--- src/rtl/pdm_decoder.sv ---
// pdm_decoder
//   Integrate-and-dump decimator that turns a 1-bit PDM stream back into a
//   10-bit amplitude sample. It counts the ones over a window of DECIM
//   qualified bits and emits that count as one sample, on the same 0..1023
//   scale as the wave source that feeds the modulator.
//
// Ports
//   clk           system clock
//   reset         synchronous, active-low reset
//   enable        run enable; low parks the FSM in IDLE and drops the window
//   pdm_in        PDM bit (clk domain)
//   pdm_en        qualifier; pdm_in is consumed only when high
//   sample_out    ones count of the last completed window (0..DECIM)
//   sample_valid  sample_out holds an unconsumed sample
//   sample_ready  consumer accept; valid&ready at posedge consumes the sample
//   overrun       sticky: a new sample replaced an unconsumed one
//   overrun_clr   clears overrun (a same-edge overrun wins)
module pdm_decoder #(
  parameter int DECIM = 1023
) (
  input  logic       clk,
  input  logic       reset,
  input  logic       enable,
  input  logic       pdm_in,
  input  logic       pdm_en,
  output logic [9:0] sample_out,
  output logic       sample_valid,
  input  logic       sample_ready,
  output logic       overrun,
  input  logic       overrun_clr
);

  typedef enum logic {
    IDLE  = 1'b0,
    ACCUM = 1'b1
  } state_t;

  localparam logic [9:0] LAST_BIT = 10'(DECIM - 1);

  state_t     state_q, state_d;
  logic [9:0] bit_cnt_q, bit_cnt_d;
  logic [9:0] ones_cnt_q, ones_cnt_d;
  logic [9:0] sample_out_q, sample_out_d;
  logic       sample_valid_q, sample_valid_d;
  logic       overrun_q, overrun_d;
  logic       complete;

  always_comb begin
    state_d        = state_q;
    bit_cnt_d      = bit_cnt_q;
    ones_cnt_d     = ones_cnt_q;
    sample_out_d   = sample_out_q;
    sample_valid_d = sample_valid_q;
    overrun_d      = overrun_q;
    complete       = 1'b0;

    case (state_q)
      IDLE: begin
        // The edge that first sees enable only arms the FSM; no bit is taken.
        bit_cnt_d  = '0;
        ones_cnt_d = '0;
        if (enable) state_d = ACCUM;
      end
      ACCUM: begin
        if (!enable) begin
          // Dropping enable discards the partial window without a sample.
          state_d    = IDLE;
          bit_cnt_d  = '0;
          ones_cnt_d = '0;
        end else if (pdm_en) begin
          if (bit_cnt_q == LAST_BIT) begin
            // Last bit of the window: dump and restart with no gap bit.
            complete   = 1'b1;
            bit_cnt_d  = '0;
            ones_cnt_d = '0;
          end else begin
            bit_cnt_d  = bit_cnt_q + 10'd1;
            ones_cnt_d = ones_cnt_q + {9'd0, pdm_in};
          end
        end
      end
      default: state_d = IDLE;
    endcase

    // The final bit is folded in directly so the sample lands one cycle
    // after the last bit is consumed.
    if (complete) begin
      sample_out_d   = ones_cnt_q + {9'd0, pdm_in};
      sample_valid_d = 1'b1;
    end else if (sample_valid_q && sample_ready) begin
      sample_valid_d = 1'b0;
    end

    // Set has priority over clear so a same-edge overrun is never lost.
    if (complete && sample_valid_q && !sample_ready) begin
      overrun_d = 1'b1;
    end else if (overrun_clr) begin
      overrun_d = 1'b0;
    end
  end

  always_ff @(posedge clk) begin
    if (!reset) begin
      state_q        <= IDLE;
      bit_cnt_q      <= '0;
      ones_cnt_q     <= '0;
      sample_out_q   <= '0;
      sample_valid_q <= 1'b0;
      overrun_q      <= 1'b0;
    end else begin
      state_q        <= state_d;
      bit_cnt_q      <= bit_cnt_d;
      ones_cnt_q     <= ones_cnt_d;
      sample_out_q   <= sample_out_d;
      sample_valid_q <= sample_valid_d;
      overrun_q      <= overrun_d;
    end
  end

  assign sample_out   = sample_out_q;
  assign sample_valid = sample_valid_q;
  assign overrun      = overrun_q;

endmodule
--- config.mk ---
export PLATFORM = sky130hd
export DESIGN_NAME = pdm_decoder
export DESIGN_NICKNAME = d
export VERILOG_FILES = /design/src/rtl/pdm_decoder.sv
export SDC_FILE = /design/constraint.sdc
export NUM_CORES = 1
export LEC_CHECK = 0
export CORE_MARGIN = 2
export CORE_UTILIZATION = 36
export DETAILED_ROUTE_END_ITERATION = 7
export PLACE_DENSITY = 0.65
export SLEW_MARGIN = 20
export SYNTH_ARGS = -nofsm -noshare
export SYNTH_HDL_FRONTEND = slang
export SYNTH_SLANG_ARGS = --single-unit
--- constraint.sdc ---
create_clock -name clk -period 2.9 [get_ports clk]
set_input_delay 0.58 -clock clk [delete_from_list [all_inputs] [get_ports clk]]
set_output_delay 0.58 -clock clk [all_outputs]
set_load 0.05 [all_outputs]
==> summary.md, run 1 <==
| Metric | Value |
|---|---|
| Status | `completed` |
| RD Place Congestion | `between 0.8 and 0.9` |
| Global-route wire length before repair | `5630 microns` |
| Total setup buffers inserted after CTS | `0` |
| Power per cell area | `429.3 mW/mm^2` |
| Cts hold-fix bufs | `0` |
| Maximum clock frequency | `494.9 MHz` |
| Area growth, synth to finish | `19.32%` |
| Asr flop ratio synth | `0%` |
| Number of diodes | `0` |
| Yosys cell types | `40` |
| Fin crit period | `2020 ps` |
| Top FF cell, synth | `dfxtp_1` |
| Setup tns final | `0 ps` |
| Max-slew headroom | `65.53%` |
| CTS buffer count | `5` |
| Worst path depth | `1` |
| Syn Inst Count | `174` |
| Ports | `19` |
| Total track usage | `14.53%` |
| Die H | `70.52 microns` |
| Kind of critical path | `flip-flop to primary output` |
| Row count | `24` |
| Placed cells | `242` |
| Crit path launch type | `flip-flop` |
| Routed wire length | `3242 microns` |
| Synthesis Warnings | `0` |
| Core Region | `0.004294 sq mm` |
| Initial cell density of the core | `37.09%` |
| Number of global-route vias before repair | `1253` |
| Max_cap viols | `0` |
| R2R depth | `6` |
| Crit-path cells | `clkdlybuf4s50_1` |
| 1st-iter DRT viols | `32` |
| P_leak | `0.7094 nW` |
| Yosys reg bits | `33` |
| Root buffer cell | `clkbuf_8` |
| CP peak stage delay | `800 ps` |
| Vias per cell | `between 5 and 6` |
| Final Hold Vio Count | `0` |
| Worst Hold Depth | `2` |
| TritonCTS clock tree | `yes` |
| Most frequent cells in the layout | `dfxtp_1 (33), clkdlybuf4s50_1 (18), nor2_1 (15), nand2_1 (14), o21ai_0 (13)` |
| RSZ-0062 raised after global routing | `false` |
| Antenna-violating nets left | `0` |
| CTS resizes | `0` |
| Net Count, Synth | `185` |
| Clock Sinks | `33` |
| Maximum number of pins on one net before global-route repair | `13` |
| Total gr overflow | `0` |
| Critical path's slowest cell | `clkdlybuf4s50_1` |
| Clk_skew | `around 7.3 ps` |
| Avg Cell Area, Syn | `between 9 and 10 sq um` |
| Clock-pin transition on the worst setup and hold timing paths | `70 ps` |
| Initial antenna violation count | `0` |
| # setup viols final | `0` |
| H-tree depth | `2` |
| Die ar. | `~0.0050 sq mm` |
| Crit-path leading delay family | `buffers and inverters` |
| WP buf/inv | `1` |
| EDFF count, synth | `0` |
| Clk_lat worst skew | `290 ps` |
| Most common cell after layout, fill and taps aside | `dfxtp_1` |
| Clk buf depth | `2` |
| Nets | `208` |
| Layout fillers | `approximately 450` |
| Worst slew pin tran | `515.1 ps` |
| Cell area after layout | `0.001901 sq mm` |
| Vias | `1294` |
| Period Utilization, post-route | `69.67%` |
| Dpl cell area | `0.001818 sq mm` |
| Dpl hpwl | `2341 microns` |
| Seq/Total Area, Yosys | `between 40% and 50%` |
| Routed wire length per instance | `12.97 microns` |
| I/O Buffers | `18` |
| Setup crit end kind | `primary output` |
| Final Instance Count excl. Fillers | `250` |
| DRC viols | `0` |
| Worst Path Required | `2320 ps` |
| Worst-path fanout max | `2` |
| First-pass detailed-route iteration total | `4` |
| Maximum vdd drop | `0.2343 mV` |
| Hold Crit Class | `flip-flop to flip-flop` |
| CP arrival | `1440 ps` |
| Final Max Tran Viols | `0` |
| Synth Cell Area | `0.001593 sq mm` |
| Die span in x | `70.52 microns` |
| Share of layout cells above drive strength 1 | `10.61%` |
-- synth_stat cells, drive strengths merged, types with 2 or more instances --
master  instances  area (sq um)
o211a           2         20.02
nor3            6         30.03
nand2          14         52.55
nand3           9         45.04
and3            2         12.51
a21oi           7         42.54
a21o            4         30.03
and4            2         18.77
xor2            6         52.55
nor4            4         40.04
buf             2         31.28
or2             2         12.51
nor2           15         56.30
or3             2         12.51
dfxtp          33         660.6
a22o            6         52.55
ha              4         50.05
clkbuf          3         11.26
inv             2         7.510
nor2b           6         37.54
xnor2           7         61.31
a31o            2         17.52
and2            3         18.77
nand4           6         52.55
mux2i           3         30.03
o21ai          15         78.82
-- worst reg2reg max path, delay by kind of cell (launching register included) --
kind	cells	cell delay, ps
compound gates	2	370
fa+ha+maj	1	200
flops	1	400
simple gates	2	550
buf+inv	1	60
-- layout make-up --
type | instances | area (sq um) | area share [%]
clock buffers | 6 | 72.57 | 3.818
clock inverters | 2 | 10.01 | 0.5267
inverters | 2 | 7.507 | 0.3950
multi-input cells | 134 | 882.1 | 46.41
flip-flops and latches | 33 | 660.6 | 34.76
well taps | 52 | 65.06 | 3.423
repair buffers | 21 | 202.7 | 10.66
-- cell families (layout without fill, tap and decap cells) --
family	count (synthesis)	after routing	share of synthesized area [%]
multiplexers	3	3	1.885
flip-flops	33	33	41.48
adder cells (fa/ha/maj)	4	4	3.142
AO/OA/AOI/OAI	40	40	17.28
buffers and inverters	7	31	3.142
XOR/XNOR	13	13	7.149
AND/OR/NAND/NOR	74	74	25.92
-- path summary, 6_finish.rpt --
kind | slack, ps | from | end
hold reg to reg | 490 | ones_cnt_q[9] | ones_cnt_q[9]
hold / removal | 490 | ones_cnt_q[9] | ones_cnt_q[9]
setup reg to reg | 1230 | bit_cnt_q[0] | ones_cnt_q[4]
setup / recovery | 880 | sample_out[7] | sample_out[7]
-- layer usage --
layer	GRT usage (%)	part of all wire, %	vias up
li1	-	-	676
met1	17.26	46	583
met2	24.42	48	25
met3	3.463	3.3	10
met4	7.265	2.8	0
met5	0	0	-
-- state kept, by name, indices dropped and copies added, names as in the netlist --
signal and count:
bit_cnt_q 10, ones_cnt_q 10, overrun 1, sample_out 10
sample_valid 1, state_q 1
-- stage by stage --
| step | setup slack [ps] | hold slack (ps) | utilization (%) | power (mW) |
|---|---|---|---|---|
| after floorplan | 1245 | 453.7 | - | 0.4803 |
| after global placement | 684.0 | 474.6 | 42.34 | 0.4931 |
| after detailed placement | 666.1 | 474.4 | 42.34 | 0.4929 |
| after CTS | 859.5 | 493.5 | 44.26 | 0.8320 |
| after global routing | 830.0 | 523.8 | 44.26 | 0.8515 |
| final | 879.5 | 485.6 | 44.26 | 0.8160 |
-- where the power goes --
part / switching [mW] / total (mW) / internal (mW)
combinational: 0.0141 / 0.0271 / 0.0130
sequential: 0.00137 / 0.456 / 0.454
clock: 0.167 / 0.333 / 0.166
Note: power is estimated with default switching activity, not from simulation.
==> run 2, diff against run 1 <==
==> constraint.sdc (replaced) <==
create_clock -name clk -period 1.9 [get_ports clk]
set_input_delay 0.38 -clock clk [delete_from_list [all_inputs] [get_ports clk]]
set_output_delay 0.38 -clock clk [all_outputs]
set_load 0.05 [all_outputs]
==> run 2 against run 1 <==
  * Cell area up 4.7%
  * Global-route usage up 0.40 points
  * Sequential power up 52%
  * Wire length up 0.62%
  * Die area unchanged
  * First-iteration DRC count up 66%
  * Flip-flop and latch count unchanged
  * Via count up 2.1%
  * Critical path type unchanged
  * Largest cell class unchanged
==> summary.md, run 2 (synthesis gave the netlist of run 1 again) <==
| Metric | Value |
|---|---|
| RD Place Congestion | `0.7666 (-10%)` |
| Routed wire length per instance | `12.55 microns (-3.3%)` |
| Kind of critical path | `flip-flop to primary output` |
| Worst-path fanout max | `2 (unchanged)` |
| Maximum clock frequency | `553.1 MHz` |
| Worst Path Required | `1520 ps (-800 ps)` |
| Worst Hold Depth | `1 (-1)` |
| DRC viols | `0 (unchanged)` |
| Fin crit period | `about 1800 ps` |
| First-pass detailed-route iteration total | `5 (+1)` |
| Number of global-route vias before repair | `1255 (+0.16%)` |
| Pre-CTS setup slack | `-59.08 ps (-725.1 ps)` |
| CP peak stage delay | `810 ps (about the same)` |
| Switch Pwr | `0.2825 mW (+55%)` |
| Switch share | `22.54% (+0.15 points)` |
| Global-route wire length before repair | `5733 microns (+1.8%)` |
| Final Max Tran Viols | `0 (unchanged)` |
| H-tree depth | `2 (unchanged)` |
| CTS buffer count | `5 (unchanged)` |
| Maximum number of pins on one net before global-route repair | `19 (+6)` |
| Row count | `24 (unchanged)` |
| Worst slew pin tran | `502.9 ps (-12.26 ps)` |
| P_leak | `0.7789 nW (+9.8%)` |
| Critical path's slowest cell | `clkdlybuf4s50_1` |
| Final worst slack | `91.93 ps (-787.6 ps)` |
| Cell area after layout | `0.001991 sq mm (+4.7%)` |
| Routed wire length | `3262 microns (+0.62%)` |
| Cts hold-fix bufs | `0 (unchanged)` |
| WP buf/inv | `1 (unchanged)` |
| Vias | `1321 (+2.1%)` |
| Clk_lat worst skew | `290 ps (about the same)` |
| Vias per cell | `5.081 (-1.8%)` |
| Area growth, synth to finish | `24.98%` |
| Internal power | `0.9710 mW (+53%)` |
| Core Region | `0.004294 sq mm (unchanged)` |
| Nets | `218 (+4.8%)` |
| Setup tns final | `0 ps (unchanged)` |
| Fin util | `46.36% (+2.1 points)` |
| Share of layout cells above drive strength 1 | `14.90% (+4.3 points)` |
| Clk_skew | `4.152 ps (-3.106 ps)` |
| 1st-iter DRT viols | `53 (+66%)` |
| Final Hold Vio Count | `0 (unchanged)` |
| Maximum vdd drop | `0.3340 mV (+43%)` |
| Max_cap viols | `0 (unchanged)` |
| Total setup buffers inserted after CTS | `0 (unchanged)` |
| TritonCTS clock tree | `yes` |
| Most frequent cells in the layout | `dfxtp_1 (33), clkdlybuf4s50_1 (17), nor2_1 (15), nand2_1 (14), o21ai_0 (13)` |
| Flop pwr share | `55.5% (-0.3 points)` |
| Initial cell density of the core | `37.09% (unchanged)` |
| Setup crit end kind | `primary output` |
| Dpl hpwl | `2399 microns (+2.5%)` |
| Ports | `19 (unchanged)` |
| Initial antenna violation count | `0 (unchanged)` |
| Hold slack | `484.0 ps (-1.574 ps)` |
| Dpl cell area | `0.001906 sq mm (+4.8%)` |
| Clock Power Share | `40.8% (about the same)` |
| Number of diodes | `0 (unchanged)` |
| Crit path launch type | `flip-flop` |
| Status | `completed` |
| Crit-path leading delay family | `buffers and inverters` |
| Root buffer cell | `clkbuf_8` |
| Die span in x | `70.52 microns (unchanged)` |
| Clock-pin transition on the worst setup and hold timing paths | `70 ps (about the same)` |
| Die H | `70.52 microns (unchanged)` |
| # setup viols final | `0 (unchanged)` |
| Power per cell area | `629.7 mW/mm^2 (+47%)` |
| Clk buf depth | `2 (unchanged)` |
| CTS resizes | `0 (unchanged)` |
| Antenna-violating nets left | `0 (unchanged)` |
| Total track usage | `14.94% (+0.40 points)` |
| RSZ-0062 raised after global routing | `false` |
| Gate power share | `3.7% (+0.4 points)` |
| Hold Crit Class | `flip-flop to flip-flop` |
| Clock Sinks | `33 (unchanged)` |
| Worst path depth | `1 (unchanged)` |
| CP arrival | `1430 ps (about the same)` |
| Most common cell after layout, fill and taps aside | `dfxtp_1` |
| R2R depth | `6 (unchanged)` |
| Max-slew headroom | `66.37% (+0.84 points)` |
| Crit-path cells | `clkdlybuf4s50_1` |
| Total gr overflow | `0 (unchanged)` |
| Die ar. | `0.004972 sq mm (unchanged)` |
| I/O Buffers | `18 (unchanged)` |
| Period Utilization, post-route | `95.16%` |
-- run 2: path summary, 6_finish.rpt --
kind | start | end | slack, ps
setup reg to reg | bit_cnt_q[0] | ones_cnt_q[4] | 260
hold / removal | ones_cnt_q[0] | ones_cnt_q[0] | 480
setup / recovery | sample_out[2] | sample_out[2] | 90
hold reg to reg | ones_cnt_q[0] | ones_cnt_q[0] | 480
-- run 2: routing by layer --
layer	wire length [microns]	part of all wire (%)	track usage, %	vias to the layer above
li1	-	-	-	694
met1	1478	45	17.39	595
met2	1564	48	24.53	27
met3	177	5.4	6.061	5
met4	42	1.3	5.769	0
met5	0	0	0	-
-- run 2: area by class of cell --
class / count / area, sq um
Inverter: 2 / 7.507
Clock buffer: 6 / 72.57
Clock inverter: 2 / 10.01
Timing Repair Buffer: 31 / 292.8
Sequential cell: 33 / 660.6
Multi-Input combinational cell: 134 / 882.1
Fill cell: 421 / 2303
Tap cell: 52 / 65.06
-- run 2: stage by stage --
stage | cells | total power, mW
after floorplan | 174 | 0.7330
after global placement | 252 | 0.7574
after detailed placement | 252 | 0.7575
after CTS | 260 | 1.281
after global routing | 260 | 1.323
final | 260 | 1.254
-- run 2: worst register-to-register path, delay by kind of cell, from the launching register on --
family / cells / cell delay (ps)
and+or+nand+nor: 2 / 550
DFF: 1 / 400
AOI/OAI and AO/OA: 2 / 370
adders and majority gates: 1 / 200
buffers and inverters: 1 / 60
-- run 2: power by group through the flow --
stage	logic (mW)	clock network (mW)	registers [mW]
6_report	0.0466	0.512	0.695
5_1_grt	0.0504	0.578	0.695
4_1_cts	0.0470	0.539	0.695
3_5_place_dp	0.0467	0	0.711
3_3_place_gp	0.0467	0	0.711
2_1_floorplan	0.0226	0	0.710
